[src/rtl/int_alu_pkg.sv]
// Shared definitions for the Int_ALU multiplier sequencer: FSM state
// encoding, nibble width, and helpers for nibble extraction and the
// partial-product alignment shift.
package int_alu_pkg;

  // Width of one operand slice handled by the shared multiplier
  localparam int NIBBLE_W = 4;

  // Largest operand width the nibble helper can slice
  localparam int MAX_OPERAND_W = 64;

  typedef enum logic [1:0] {
    ST_IDLE = 2'd0,
    ST_MUL  = 2'd1,
    ST_DONE = 2'd2
  } mul_state_e;

  // Return nibble number idx of a (zero-extended) operand
  function automatic logic [NIBBLE_W-1:0] nib_extract(
    input logic [MAX_OPERAND_W-1:0] value,
    input int                       idx
  );
    return value[idx*NIBBLE_W +: NIBBLE_W];
  endfunction

  // Bit position where the product of nibbles i and j lands
  function automatic int nib_shift(input int i, input int j);
    return NIBBLE_W * (i + j);
  endfunction

endpackage

[src/rtl/int_mul_sequencer_if.sv]
// Operand/result handshake bundle for int_mul_sequencer.
// The SIGNED request bit only exists when INT_MUL_SIGNED_MUL_EN is defined.
interface int_mul_sequencer_if #(
  parameter int WIDTH = 16
);
  logic               in_valid;
  logic               in_ready;
  logic [WIDTH-1:0]   A;
  logic [WIDTH-1:0]   B;
  logic               out_valid;
  logic               out_ready;
  logic [2*WIDTH-1:0] PRODUCT;
  logic               busy;
`ifdef INT_MUL_SIGNED_MUL_EN
  logic               SIGNED;

  // Issue side (ALU issue logic / writeback consumer)
  modport master (
    output in_valid, A, B, SIGNED, out_ready,
    input  in_ready, out_valid, PRODUCT, busy
  );

  // Multiplier side
  modport slave (
    input  in_valid, A, B, SIGNED, out_ready,
    output in_ready, out_valid, PRODUCT, busy
  );
`else
  // Issue side (ALU issue logic / writeback consumer)
  modport master (
    output in_valid, A, B, out_ready,
    input  in_ready, out_valid, PRODUCT, busy
  );

  // Multiplier side
  modport slave (
    input  in_valid, A, B, out_ready,
    output in_ready, out_valid, PRODUCT, busy
  );
`endif
endinterface

[src/rtl/nibble_mul_4x4.sv]
// Combinational 4x4 unsigned multiplier producing a full 8-bit product.
// The sequencer time-shares a single instance over every nibble pair.
module nibble_mul_4x4 (
  input  logic [3:0] a_i,
  input  logic [3:0] b_i,
  output logic [7:0] p_o
);

  // Full-width product so no carry bits are lost
  always_comb begin
    p_o = 8'(a_i) * 8'(b_i);
  end

endmodule

[src/rtl/int_mul_sequencer.sv]
// Multi-cycle unsigned multiplier: one nibble partial product per cycle,
// accumulated into a 2*WIDTH-bit product register.
// Optional feature macro: INT_MUL_SIGNED_MUL_EN (two's-complement operands
// selected per request through the SIGNED bit).
module int_mul_sequencer
  import int_alu_pkg::*;
#(
  parameter int WIDTH = 16
) (
  input logic                clk,
  input logic                rst,
  int_mul_sequencer_if.slave bus
);

  localparam int NIB = WIDTH / NIBBLE_W;
  localparam int CW  = (NIB > 1) ? $clog2(NIB) : 1;
  localparam int PW  = 2 * WIDTH;
  localparam logic [CW-1:0] LAST_IDX = CW'(NIB - 1);

  mul_state_e       state_q;
  logic [WIDTH-1:0] a_q;
  logic [WIDTH-1:0] b_q;
  logic [CW-1:0]    i_q;
  logic [CW-1:0]    j_q;
  logic [PW-1:0]    prod_q;
  logic             out_valid_q;
  logic             busy_q;
  logic             in_ready_q;

  logic [NIBBLE_W-1:0] a_nib_d;
  logic [NIBBLE_W-1:0] b_nib_d;
  logic [7:0]          pp8_d;
  logic [PW-1:0]       sum_d;
  logic [PW-1:0]       final_d;
  logic                last_d;
  logic                zero_op_d;
  logic [WIDTH-1:0]    a_mag_d;
  logic [WIDTH-1:0]    b_mag_d;

`ifdef INT_MUL_SIGNED_MUL_EN
  logic neg_q;
  logic neg_d;
`endif

  // Select the current nibble pair and align its product into the accumulator
  always_comb begin
    a_nib_d = nib_extract(MAX_OPERAND_W'(a_q), int'(i_q));
    b_nib_d = nib_extract(MAX_OPERAND_W'(b_q), int'(j_q));
    sum_d   = prod_q + (PW'(pp8_d) << nib_shift(int'(i_q), int'(j_q)));
    last_d  = (i_q == LAST_IDX) && (j_q == LAST_IDX);
  end

  nibble_mul_4x4 u_nib_mul (
    .a_i (a_nib_d),
    .b_i (b_nib_d),
    .p_o (pp8_d)
  );

`ifdef INT_MUL_SIGNED_MUL_EN
  // Signed requests are multiplied as magnitudes; the sign is applied at the
  // end. Negating the most negative value wraps to 2^(WIDTH-1), which is
  // exactly its magnitude when read as unsigned.
  always_comb begin
    a_mag_d   = (bus.SIGNED && bus.A[WIDTH-1]) ? (-bus.A) : bus.A;
    b_mag_d   = (bus.SIGNED && bus.B[WIDTH-1]) ? (-bus.B) : bus.B;
    neg_d     = bus.SIGNED && (bus.A[WIDTH-1] ^ bus.B[WIDTH-1]);
    zero_op_d = (bus.A == '0) || (bus.B == '0);
    final_d   = neg_q ? (-sum_d) : sum_d;
  end
`else
  // Unsigned only: operands are latched as presented
  always_comb begin
    a_mag_d   = bus.A;
    b_mag_d   = bus.B;
    zero_op_d = (bus.A == '0) || (bus.B == '0);
    final_d   = sum_d;
  end
`endif

  // Control FSM, nibble counters, operand and accumulator registers.
  // Handshake outputs are registered alongside the state so they never glitch.
  always_ff @(posedge clk) begin
    if (rst) begin
      state_q     <= ST_IDLE;
      a_q         <= '0;
      b_q         <= '0;
      i_q         <= '0;
      j_q         <= '0;
      prod_q      <= '0;
      out_valid_q <= 1'b0;
      busy_q      <= 1'b0;
      in_ready_q  <= 1'b1;
`ifdef INT_MUL_SIGNED_MUL_EN
      neg_q       <= 1'b0;
`endif
    end else begin
      case (state_q)
        ST_IDLE: begin
          if (bus.in_valid) begin
            a_q        <= a_mag_d;
            b_q        <= b_mag_d;
            i_q        <= '0;
            j_q        <= '0;
            prod_q     <= '0;
            in_ready_q <= 1'b0;
            busy_q     <= 1'b1;
`ifdef INT_MUL_SIGNED_MUL_EN
            neg_q      <= neg_d;
`endif
            // A zero operand skips the nibble loop; the cleared product is final
            if (zero_op_d) begin
              state_q     <= ST_DONE;
              out_valid_q <= 1'b1;
            end else begin
              state_q     <= ST_MUL;
            end
          end
        end

        ST_MUL: begin
          // i sweeps the multiplicand nibbles, j advances once per sweep
          if (i_q == LAST_IDX) begin
            i_q <= '0;
            if (j_q == LAST_IDX) begin
              j_q         <= '0;
              state_q     <= ST_DONE;
              out_valid_q <= 1'b1;
            end else begin
              j_q <= j_q + CW'(1);
            end
          end else begin
            i_q <= i_q + CW'(1);
          end
          // Sign correction rides on the final accumulate so latency is unchanged
          prod_q <= last_d ? final_d : sum_d;
        end

        ST_DONE: begin
          // Hold the result until the consumer takes it; no new accept here
          if (bus.out_ready) begin
            state_q     <= ST_IDLE;
            out_valid_q <= 1'b0;
            busy_q      <= 1'b0;
            in_ready_q  <= 1'b1;
          end
        end

        default: begin
          state_q     <= ST_IDLE;
          out_valid_q <= 1'b0;
          busy_q      <= 1'b0;
          in_ready_q  <= 1'b1;
        end
      endcase
    end
  end

  // Drive the handshake bundle from registered state
  always_comb begin
    bus.in_ready  = in_ready_q;
    bus.out_valid = out_valid_q;
    bus.busy      = busy_q;
    bus.PRODUCT   = prod_q;
  end

endmodule

[src/flat_wrapper.sv]
// flat-port wrapper written by rule: the top's interface ports become plain ports
module int_mul_sequencer_flat import int_alu_pkg::*;
#(
  parameter int WIDTH = 16
)
  (clk, rst, bus_in_valid, bus_A, bus_B, bus_out_ready, bus_in_ready, bus_out_valid, bus_PRODUCT, bus_busy);
  int_mul_sequencer_if #(.WIDTH(WIDTH)) bus_i ();
  input logic clk;
  input logic rst;
  input wire logic [$bits(bus_i.in_valid)-1:0] bus_in_valid;
  input wire logic [$bits(bus_i.A)-1:0] bus_A;
  input wire logic [$bits(bus_i.B)-1:0] bus_B;
  input wire logic [$bits(bus_i.out_ready)-1:0] bus_out_ready;
  output wire logic [$bits(bus_i.in_ready)-1:0] bus_in_ready;
  output wire logic [$bits(bus_i.out_valid)-1:0] bus_out_valid;
  output wire logic [$bits(bus_i.PRODUCT)-1:0] bus_PRODUCT;
  output wire logic [$bits(bus_i.busy)-1:0] bus_busy;
  assign bus_i.in_valid = bus_in_valid;
  assign bus_i.A = bus_A;
  assign bus_i.B = bus_B;
  assign bus_i.out_ready = bus_out_ready;
  assign bus_in_ready = bus_i.in_ready;
  assign bus_out_valid = bus_i.out_valid;
  assign bus_PRODUCT = bus_i.PRODUCT;
  assign bus_busy = bus_i.busy;
  int_mul_sequencer #(.WIDTH(WIDTH)) u_core (.clk(clk), .rst(rst), .bus(bus_i));
endmodule
[config.mk]
export PLATFORM = sky130hd
export DESIGN_NAME = int_mul_sequencer_flat
export DESIGN_NICKNAME = d
export VERILOG_FILES = /design/src/rtl/int_alu_pkg.sv /design/src/rtl/int_mul_sequencer_if.sv /design/src/rtl/nibble_mul_4x4.sv /design/src/rtl/int_mul_sequencer.sv /design/src/flat_wrapper.sv
export SDC_FILE = /design/constraint.sdc
export NUM_CORES = 1
export LEC_CHECK = 0
export CORE_MARGIN = 2
export CORE_UTILIZATION = 51
export DETAILED_ROUTE_END_ITERATION = 7
export PLACE_DENSITY = 0.85
export SYNTH_ARGS = -nofsm -noshare
export SYNTH_HDL_FRONTEND = slang
export SYNTH_HIERARCHICAL = 1
export SYNTH_SLANG_ARGS = --single-unit
[constraint.sdc]
create_clock -name clk -period 5.6 [get_ports clk]
set_input_delay 0.56 -clock clk [delete_from_list [all_inputs] [get_ports clk]]
set_output_delay 0.56 -clock clk [all_outputs]
set_load 0.01 [all_outputs]
==> results by stage, run 1 <==
Floorplan:
- The die covers 11,070 sq um.
- After floorplanning, the core was sized to cover around 9900 sq um.
- The floorplan has 36 rows.
- The floorplan step set the die height to 105.2 um.
- Measured along the x axis, the die boundary spans 105.2 um.
- 71 I/O pins were placed.
- For this configuration, the core starts out at a cell density of 52.96%.

Placement:
- The detailed placer's ending HPWL is roughly 10,000 um.
- The final weighted congestion in routability-driven placement is 0.9152.
- The post-placement worst setup slack is -0.05204 ns.
- The number of port buffers is 70.
- The placed cell area is 6002 sq um.

Logic synthesis:
- The flip-flop and latch count after synthesis is 73.
- The predominant post-synthesis flop cell is dfxtp_1.
- The number of standard cells after synthesis is 667.
- The synthesized area per cell is 7.832 sq um.
- Of all flip-flops after synthesis, the portion carrying an async set or reset was 0%.
- In this run, distinct cell masters in the synthesized netlist total between 50 and 60.
- The portion of the post-synthesis area used by sequential elements is 27.98%.
- The netlist area before placement is 5224 sq um.
- Yosys mapped a number of flops with a built-in enable equal to 0.
- The Yosys step of the flow raised 6 warnings.
- The post-synth net total is 756.

Final layout:
- The fraction of final layout cells with drive strength greater than 1 is under 10%.
- The filler cells instantiated in the layout total 818.
- The area growth from synthesis to layout is 20.96%.
- The library cell used most frequently in the layout, excluding fill and tap cells, is nand2_1.
- Leaving out fill and tap cells, the most frequent cells in the layout are nand2_1 (118), a21oi_1 (76), dfxtp_1 (71).
- The net count reported at finish is approximately 820.
- The post-route standard cell area excluding fillers is 6319 sq um.
- 0 antenna diodes ended up in the layout.

Power and ir drop:
- The leakage power is 0.002528 uW.
- Power spread over the standard cell area amounts to around 190 nW/um^2.
- The overall power of the completed layout is approximately 1200 uW.
- IR analysis of the VDD net gives a maximum drop of roughly 140 uV.

Setup path:
- The maximum fanout along the worst path is 5.
- STA classifies the critical path endpoint as a flop.
- STA puts the critical path data required time at 5.86 ns.
- On the critical path, the stage with the largest delay is an instance of mux4_2.
- STA classifies the critical path startpoint as a flop.
- Traced cell by cell, the critical path runs through mux4_2, nand2_1, fa_1, inv_1, fa_1, ha_1, a211oi_2, or4b_1, o2111ai_2, mux2i_2, nor2_1, ha_1, and3_4, nor3b_2, o31ai_2, a31oi_2, o21ai_2, o31ai_4, o21ai_1, xnor2_1, a22o_1.
- The worst stage delay on the critical path is 0.55 ns.
- Setup slack on the worst reg-to-reg path comes out at 0.14 ns.
- The arrival time reported for the critical path endpoint is 5.72 ns.
- The critical path is of the flop to flop type.

CTS:
- The insertion delay to the later sink of the worst-skew pair is 0.37 ns.
- The number of buffers between clock root and the deepest sink is 2.
- The clock root buffer master is clkbuf_8.
- The H-tree generated during clock tree synthesis spans 3 levels.
- Clock-pin slew was measured on the worst setup and hold paths at 0.09 ns.
- The number of sinks driven by the clock tree is 73.
- TritonCTS created 9 clock buffers.
- The clock tree from TritonCTS is done.

STA:
- The worst path meets setup with roughly 0.14 ns of slack.
- For this run, the top clock speed supported by timing is 183.2 MHz.
- The number of pins with negative max-slew slack in the final report is 0.
- The final worst clock skew is roughly 0.015 ns.
- Summed over all failing endpoints, the final setup total negative slack is 0 ns.
- At the pin with the least slew margin, the transition time is between 1 and 1.5 ns.
- The number of setup violations in the final report is 0.
- The worst pin sits at a relative slew slack of roughly a quarter.
- Setup repair after global routing could not meet its margin everywhere.
- The final number of hold-violating endpoints is 0.
- The share of the clock period used by the worst path after layout is a little over nine tenths.
- After layout, the minimum clock period comes to 5.457 ns.

Routing:
- The count of routing violations after the opening detailed-route iteration is 516.
- Before antenna repair, the detailed router went through 7 iterations.
- The final antenna-violating net count is 0.
- Dividing the detail-routed wire length by the instance count gives 16.27 um.
- The routed design has roughly 14,000 um of wire.
- The total vias in the final route is approximately 5,300.
- In the routed layout, each cell is associated on average with a via count of roughly 6.1.
- The detailed-route DRC error count is 0.

Global routing:
- After global routing the overflow that remains totals 0.
- The total routing resource utilization after global routing is 24.84%.
- The via count of the first global-routing pass was 4,929.
- The pin count of the biggest net entering global routing is 56.
- The initial antenna violation count was 0.
- The wire length of the first global-routing pass is 22,560 um.

Run:
- The max-cap violation count is 0.

Worst hold path:
- The worst hold path belongs to the class flop to flop.

Run status:
- The run finished with clean final reports.
## worst paths after layout
path,startpoint,endpoint,cells past startpoint
hold reg to reg,u_core/a_q[4],u_core/a_q[4],2
setup reg to reg,u_core/j_q[0],u_core/bus.PRODUCT[30],21
hold / removal,u_core/a_q[4],u_core/a_q[4],2
setup / recovery,u_core/j_q[0],u_core/bus.PRODUCT[30],21
## sequential cells by signal, indices dropped and copies added (netlist names)
| signal | cells |
|---|---|
| u_core/bus.PRODUCT | 32 |
| u_core/bus.busy | 1 |
| u_core/bus.in_ready | 1 |
| u_core/i_q | 2 |
| u_core/b_q | 16 |
| u_core/a_q | 16 |
| u_core/j_q | 2 |
| u_core/state_q | 2 |
| u_core/bus.out_valid | 1 |
## power breakdown
| group | leakage [uW] | internal (uW) | switching, uW | total, uW |
|---|---|---|---|---|
| clock | 0.000101 | 213 | 230 | 443 |
| combinational | 0.00183 | 80.7 | 109 | 189 |
| sequential | 0.000595 | 541 | 17.5 | 558 |
| total | 0.00253 | 834 | 356 | 1190 |
## Yosys cell counts, types with 5 or more instances
| master | count | area [sq um] |
|---|---|---|
| xor2_1 | 12 | 105.1 |
| nor4_1 | 9 | 56.30 |
| nor2b_1 | 9 | 56.30 |
| nand2b_1 | 11 | 68.82 |
| a211oi_1 | 5 | 37.54 |
| a31oi_1 | 9 | 56.30 |
| o21a_1 | 5 | 37.54 |
| and3_1 | 6 | 37.54 |
| nand2_1 | 120 | 450.4 |
| o21ai_1 | 14 | 70.07 |
| and2_1 | 17 | 106.4 |
| fa_1 | 6 | 120.1 |
| nand4_1 | 7 | 43.79 |
| nor2_1 | 41 | 153.9 |
| inv_1 | 20 | 75.07 |
| buf_2 | 5 | 25.02 |
| o21ai_0 | 19 | 95.09 |
| clkbuf_1 | 27 | 101.4 |
| nor3_1 | 11 | 55.05 |
| nand3_1 | 26 | 130.1 |
| mux2i_1 | 7 | 70.07 |
| dfxtp_1 | 73 | 1461 |
| mux4_2 | 8 | 180.2 |
| a21oi_1 | 78 | 390.4 |
| xnor2_1 | 16 | 140.1 |
| a22o_1 | 5 | 43.79 |
| ha_1 | 47 | 588.1 |
| a21o_1 | 10 | 75.07 |
## timing repair
action	4_1_cts	5_1_grt
endpoints found under the setup margin	3	13
hold buffers	0	0
resized for setup	3	16
setup buffers	0	6
pin swaps	0	7
gates cloned	0	0
## cells by family (layout without fill, tap and decap cells)
kind of cell,Yosys count,in the layout,share of synthesized area (%)
xor+xnor,28,28,4.695
fa+ha+maj,53,53,13.56
compound gates,178,178,21.10
buf+inv,54,120,4.287
simple gates,266,266,23.59
flops,73,73,27.98
mux,15,15,4.790
## cell type report
type                            instances  area, sq um  area share, %
Clock inverter                          7        81.33          1.287
Multi-Input combinational cell        540         3605          57.05
Sequential cell                        73         1466          23.21
Timing Repair Buffer                   84        800.8          12.67
Tap cell                              133        166.4          2.634
Inverter                               20        75.07          1.188
Clock buffer                            9        123.9          1.960
## routing by layer
layer	part of all wire, %	wire length (um)	global-route usage, %
met4	3.7	515	11.71
met1	41	5798	31.01
met2	48	6729	41.66
met3	7.4	1044	3.930
met5	0	0	0
## worst max-delay path: cells and delay by family (launching register included)
family / cells / cell delay, ns
compound gates: 8 / 1.49
xor+xnor: 1 / 0.13
fa+ha+maj: 4 / 1.60
buf+inv: 1 / 0.08
flops: 1 / 0.39
mux: 2 / 0.84
simple gates: 5 / 0.79
## stage by stage
step                      util [%]  hold WS, ns  std cells
after floorplan                  -       0.4331        667
after global placement       60.84       0.4424        844
after detailed placement     60.84       0.4523        844
after global routing         64.05       0.4879        866
after CTS                    63.01       0.4640        860
final                        64.05       0.4636        866
No activity file was read; power rests on OpenSTA's default activity.
==> run 2: changes to the inputs <==
--- a/config.mk
+++ b/config.mk
@@ -8,6 +8,7 @@
 export CORE_MARGIN = 2
 export CORE_UTILIZATION = 51
 export DETAILED_ROUTE_END_ITERATION = 7
+export GPL_TIMING_DRIVEN = 1
 export PLACE_DENSITY = 0.85
 export SYNTH_ARGS = -nofsm -noshare
 export SYNTH_HDL_FRONTEND = slang
==> results of run 2 <==
The final DEF is identical to that of run 1; final timing and power are the same.
